**src/rtl/accu_trace_fifo.sv**
```systemverilog
// accu_trace_fifo: records (PC, accumulator) pairs whenever the accumulator changes and streams them out.
// Latency: an entry pushed at edge N is presented on the registered head right after edge N.
// Backpressure: trace_ready_i low holds the head stable; when full, new events are dropped and counted.
// Optional feature macro: ACCU_TRACE_TIMESTAMP_EN adds trace_ts_o and a 16-bit free-running cycle counter.
module accu_trace_fifo #(
  parameter int INS_ADDR_WIDTH = 6,
  parameter int MEM_WIDTH      = 8,
  parameter int DEPTH          = 16,
  parameter int DROP_CNT_WIDTH = 8
) (
  input  logic                      clk,
  input  logic                      nReset,
  input  logic [INS_ADDR_WIDTH-1:0] PC_Addr_i,
  input  logic [MEM_WIDTH-1:0]      Accu_i,
  input  logic                      trace_en_i,
  input  logic                      clear_i,
  output logic                      trace_valid_o,
  input  logic                      trace_ready_i,
  output logic [INS_ADDR_WIDTH-1:0] trace_addr_o,
  output logic [MEM_WIDTH-1:0]      trace_data_o,
  output logic [$clog2(DEPTH):0]    count_o,
  output logic                      overflow_o,
  output logic [DROP_CNT_WIDTH-1:0] drop_cnt_o
`ifdef ACCU_TRACE_TIMESTAMP_EN
  ,
  output logic [15:0]               trace_ts_o
`endif
);

  localparam int PW = $clog2(DEPTH);
  localparam int CW = PW + 1;
`ifdef ACCU_TRACE_TIMESTAMP_EN
  localparam int TSW = 16;
  localparam int EW  = INS_ADDR_WIDTH + MEM_WIDTH + TSW;
`else
  localparam int EW  = INS_ADDR_WIDTH + MEM_WIDTH;
`endif

  logic [EW-1:0]             r_mem [DEPTH];
  logic [EW-1:0]             r_head;
  logic [PW-1:0]             r_wr_ptr;
  logic [PW-1:0]             r_rd_ptr;
  logic [CW-1:0]             r_count;
  logic [MEM_WIDTH-1:0]      r_last_accu;
  logic                      r_primed;
  logic                      r_overflow;
  logic [DROP_CNT_WIDTH-1:0] r_drop_cnt;
`ifdef ACCU_TRACE_TIMESTAMP_EN
  logic [TSW-1:0]            r_ts;
`endif

  logic          w_change;
  logic          w_valid;
  logic          w_pop;
  logic          w_full;
  logic          w_push;
  logic          w_drop;
  logic [PW-1:0] w_rd_next;
  logic [EW-1:0] w_entry;

  // The first enabled cycle after reset/clear always counts as a change so the trace has a starting point.
  assign w_change  = trace_en_i && (!r_primed || (Accu_i != r_last_accu));
  assign w_valid   = (r_count != '0);
  assign w_pop     = w_valid && trace_ready_i;
  assign w_full    = (r_count == CW'(DEPTH));
  // A simultaneous pop frees a slot, so a full FIFO can still accept.
  assign w_push    = w_change && (!w_full || w_pop);
  assign w_drop    = w_change && !w_push;
  assign w_rd_next = r_rd_ptr + PW'(1);
`ifdef ACCU_TRACE_TIMESTAMP_EN
  assign w_entry   = {PC_Addr_i, Accu_i, r_ts};
`else
  assign w_entry   = {PC_Addr_i, Accu_i};
`endif

  // Storage array: written at the tail on every accepted push; no reset needed since count gates reads.
  always_ff @(posedge clk) begin
    if (w_push && !clear_i) begin
      r_mem[r_wr_ptr] <= w_entry;
    end
  end

  // Registered head: load the next entry on pop, or bypass the incoming entry when it becomes the head.
  always_ff @(posedge clk or negedge nReset) begin
    if (!nReset) begin
      r_head <= '0;
    end else if (!clear_i) begin
      if (w_pop) begin
        if (r_count == CW'(1)) begin
          if (w_push) begin
            r_head <= w_entry;
          end
        end else begin
          r_head <= r_mem[w_rd_next];
        end
      end else if (w_push && !w_valid) begin
        r_head <= w_entry;
      end
    end
  end

  // Pointers and occupancy; clear dominates any push/pop in the same cycle.
  always_ff @(posedge clk or negedge nReset) begin
    if (!nReset) begin
      r_wr_ptr <= '0;
      r_rd_ptr <= '0;
      r_count  <= '0;
    end else if (clear_i) begin
      r_wr_ptr <= '0;
      r_rd_ptr <= '0;
      r_count  <= '0;
    end else begin
      if (w_push) begin
        r_wr_ptr <= r_wr_ptr + PW'(1);
      end
      if (w_pop) begin
        r_rd_ptr <= w_rd_next;
      end
      case ({w_push, w_pop})
        2'b10:   r_count <= r_count + CW'(1);
        2'b01:   r_count <= r_count - CW'(1);
        default: r_count <= r_count;
      endcase
    end
  end

  // Change-detection state; tracks the accumulator even when the push itself is dropped.
  always_ff @(posedge clk or negedge nReset) begin
    if (!nReset) begin
      r_last_accu <= '0;
      r_primed    <= 1'b0;
    end else if (clear_i) begin
      r_primed    <= 1'b0;
    end else if (w_change) begin
      r_last_accu <= Accu_i;
      r_primed    <= 1'b1;
    end
  end

  // Sticky overflow flag and saturating drop counter.
  always_ff @(posedge clk or negedge nReset) begin
    if (!nReset) begin
      r_overflow <= 1'b0;
      r_drop_cnt <= '0;
    end else if (clear_i) begin
      r_overflow <= 1'b0;
      r_drop_cnt <= '0;
    end else if (w_drop) begin
      r_overflow <= 1'b1;
      if (r_drop_cnt != '1) begin
        r_drop_cnt <= r_drop_cnt + DROP_CNT_WIDTH'(1);
      end
    end
  end

`ifdef ACCU_TRACE_TIMESTAMP_EN
  // Free-running cycle counter used to stamp entries; wraps naturally and is zeroed by clear.
  always_ff @(posedge clk or negedge nReset) begin
    if (!nReset) begin
      r_ts <= '0;
    end else if (clear_i) begin
      r_ts <= '0;
    end else begin
      r_ts <= r_ts + TSW'(1);
    end
  end

  assign trace_ts_o   = r_head[TSW-1:0];
`endif

  assign trace_valid_o = w_valid;
  assign trace_addr_o  = r_head[EW-1 -: INS_ADDR_WIDTH];
  assign trace_data_o  = r_head[EW-INS_ADDR_WIDTH-1 -: MEM_WIDTH];
  assign count_o       = r_count;
  assign overflow_o    = r_overflow;
  assign drop_cnt_o    = r_drop_cnt;

endmodule

```
**config.mk**
```make
export PLATFORM = sky130hd
export DESIGN_NAME = accu_trace_fifo
export DESIGN_NICKNAME = d
export VERILOG_FILES = /design/src/rtl/accu_trace_fifo.sv
export SDC_FILE = /design/constraint.sdc
export NUM_CORES = 1
export LEC_CHECK = 0
export CORE_MARGIN = 2
export CORE_UTILIZATION = 50
export DETAILED_ROUTE_END_ITERATION = 7
export PLACE_DENSITY = 0.73
export SETUP_SLACK_MARGIN = 0.2
export SYNTH_ARGS = -nofsm -noshare
export SYNTH_HDL_FRONTEND = slang
export SYNTH_SLANG_ARGS = --single-unit
export TNS_END_PERCENT = 20
```
**constraint.sdc**
```tcl
create_clock -name clk -period 3.35 [get_ports clk]
set_input_delay 0.67 -clock clk [delete_from_list [all_inputs] [get_ports clk]]
set_output_delay 0.67 -clock clk [all_outputs]
set_load 0.05 [all_outputs]
```
==> metrics.yaml <==
clock_tree:
  cts_num_sinks: 269
  cts_inserted_buffers: 28
  path_clk_slew_ns: 0.06
  hold_buffers: 0
  clockRootBuffer: "clkbuf_16"
  cts_setup_buffers: 0
  cts_tree: "yes"
  clock_path_buffers: 3
  cts_max_level: 1
  clock_insertion_delay_worst_skew_ns: 0.55
route:
  vias_per_cell: 5.992
  ant_nets: 0
  drc: 0
  wl_met1_mm: 9.521
  vias: 5914
  drtPass1Iterations: 5
  wl_met3_mm: 1.734
  drt_iter0_drc: 586
  wire_per_inst_um: 24.78
  routed_wl_mm: 24.45
  top_layer_used: "met4"
  route.met2.wl_mm: 12.48
critical_path:
  arrival_ns: 3.43
  path_cells: "inv_1 > ha_1 > or4b_1 > a221oi_4 > buf_4 > nor2_1 > a31oi_1"
  critPathMaxStageDelay_ns: 0.89
  endpoint_kind: "flop"
  required_ns: 3.81
  crit_fanout: 16
  path_class: "reg -> reg"
  cp-start-kind: "flop"
  slowest_stage: "a221oi_4"
sta:
  fin_crit_ns: 2.973
  setup_violations: 0
  setup_ws_ns: 0.3774
  fin_setup_tns_ns: 0
  relSlewSlack_pct: 34.05
  maxSlewViolCount: 0
  rsz0062_at_grt: "no"
  finalHoldViolCount: 0
  min_period_over_period_pct: 88.73
  fmax_mhz: 336.4
  fin_skew_ns: 0.01960
  tightestPinTransition_ns: 0.9893
logic_synthesis:
  synth.distinct_cells: 44
  synth_xor_area_share_pct: 1.912
  yosysWarnings: 0
  synth_compound_area_share_pct: 2.879
  synthSimpleGateAreaFrac_pct: 5.178
  yosys_most_used_dff: "edfxtp_1"
  synth_nets: 628
  async_reset_ff_share_pct: 16.73
  post-synth-top-count-cell: "edfxtp_1"
  synth-edff-count: 224
  yosys-top-cells-area: "edfxtp_1 61%, mux4_2 11%, dfrtp_1 10%, mux2_2 3.8%, nor2_1 1.8%"
  syn_area_per_cell_um2: 18.36
  synth.mux.area_fraction_pct: 15.81
  synth_top_area_cell: "edfxtp_1"
  syn_inst: 599
  synth_top_area_share_pct: 61.17
  synth.cells.most_frequent: "224 x edfxtp_1, 56 x mux4_2, 53 x nor2_1"
  seq_area_frac_synth_pct: 71.42
  synth-seq-cells: 269
  synth_fa_ha_area_share_pct: 1.138
  synth_top_family_by_area: "multiplexers"
  syn_area_mm2: 0.01100
power_and_ir_drop:
  p_leak_nw: 4.302
  p_per_area_mw_per_mm2: 745.8
  ir_drop_mv: 0.5697
outcome:
  status: "finished clean"
flow_run:
  drv_cap: 0
cells_and_area:
  area_growth_pct: 18.02
  final_nets: 714
  diodes: 0
  drive_above_1_share_pct: 27.16
die:
  die_area_mm2: 0.02319
  row_count: 54
  die_w_um: 152.3
  start_util_pct: 50.70
  core_area_mm2: 0.02169
  io-pin-count: 48
  dieHeight_um: 152.3
global_route:
  grt_pass1_vias: 6301
  grt.total_usage_pct: 21.28
  grt_pass1_wl_mm: 37.65
  grt_overflow: 0
  grt_antenna_before_repair: 0
  grt_max_degree: 59
place:
  preCtsSetupSlack_ns: 0.1719
  gp_congestion: 0.8268
  io_buffers: 47
  hpwlAfterDp_mm: 14.59
min_path:
  min_path_type: "in -> async"
==> worst paths after layout <==
kind / start / end / slack [ns] / depth (start not counted)
max: count_o[1]$_DFFE_PN0P_ / r_head[8]$_DFFE_PN0P_ / 0.38 / 7
min: nReset / count_o[4]$_DFFE_PN0P_ / 0.20 / 1
max reg2reg: count_o[1]$_DFFE_PN0P_ / r_head[8]$_DFFE_PN0P_ / 0.38 / 7
min reg2reg: overflow_o$_DFFE_PN0P_ / overflow_o$_DFFE_PN0P_ / 0.52 / 2
max in group asynchronous: nReset / r_head[6]$_DFFE_PN0P_ / 2.39 / 2
min in group clk: overflow_o$_DFFE_PN0P_ / overflow_o$_DFFE_PN0P_ / 0.52 / 2
==> cells by family (layout without fill, tap and decap cells) <==
family / count (synthesis) / count (layout)
fa+ha+maj: 10 / 10
mux: 99 / 99
xor+xnor: 24 / 24
compound gates: 40 / 40
simple gates: 121 / 121
flops: 269 / 269
buf+inv: 36 / 144
==> layer usage <==
layer	global-route usage [%]	vias up
li1	-	2542
met4	6.453	0
met5	0	-
met3	3.413	57
met2	36.70	238
met1	28.17	3077
==> critical path, delay by kind of cell (launching register included) <==
| family | cells | cell delay, ns |
|---|---|---|
| AO/OA/AOI/OAI | 2 | 1.07 |
| AND/OR/NAND/NOR | 2 | 0.64 |
| adder cells (fa/ha/maj) | 1 | 0.24 |
| buffers and inverters | 2 | 0.47 |
| flip-flops | 1 | 0.46 |
==> layout make-up <==
| class | count | area [um2] |
|---|---|---|
| timing repair buffer | 86 | 790.8 |
| fill | 1555 | 8711 |
| clock buffer | 32 | 715.7 |
| tap | 280 | 350.3 |
| sequential | 269 | 7856 |
| clock inverter | 20 | 236.5 |
| multi-input combinational | 294 | 3005 |
| inverter | 6 | 22.52 |
==> cells in the final DEF, fill, tap and decap left out, types with 2 or more instances in the layout <==
master	instances
edfxtp_1	224
mux4_2	56
nor2_1	53
clkdlybuf4s50_1	45
dfrtp_1	44
mux2_2	37
buf_4	36
clkbuf_16	28
nand2_1	24
xnor2_1	20
a22oi_1	14
a31oi_1	14
nand3_1	9
ha_1	9
inv_1	6
nand2b_1	6
mux2i_1	6
clkinv_2	5
nor4_2	4
a21oi_1	4
clkbuf_1	4
clkinvlp_4	4
bufinv_16	4
xor2_1	3
nor3_1	3
nor2b_1	3
clkinv_1	3
buf_12	3
and4_1	2
nand4_1	2
nand3b_1	2
and2_1	2
nor4_1	2
clkinv_8	2
clkinv_4	2
==> power by group <==
group / switching (mW) / internal, mW
Clock: 1.30 / 1.86
Sequential: 0.145 / 3.79
Combinational: 1.48 / 1.11
Total: 2.92 / 6.76
==> metrics by stage <==
| step | utilization, % | hold slack [ns] | std cells | total power, mW | area (um2) |
|---|---|---|---|---|---|
| final | 59.84 | 0.2038 | 987 | 9.678 | 12980 |
| after global routing | 59.84 | 0.2456 | 987 | 10.04 | 12980 |
| after CTS | 59.85 | 0.2230 | 987 | 9.743 | 12980 |
| after detailed placement | 55.47 | 0.5128 | 935 | 6.609 | 12030 |
| after global placement | 55.47 | 0.4875 | 935 | 6.561 | 12030 |
| after floorplan | - | 0.3744 | 599 | 5.815 | 11000 |
==> sequential cells by signal (all words and copies together), names as in the netlist <==
register     flops
r_primed         1
count_o          5
r_mem          224
drop_cnt_o       8
r_wr_ptr         4
r_head          14
overflow_o       1
r_rd_ptr         4
r_last_accu      8
==> repair_timing <==
item,4_1_cts,5_1_grt
pin swaps,0,0
resized for setup,1,2
setup endpoints to repair,1,1
Power figures use the tool's default switching activity.
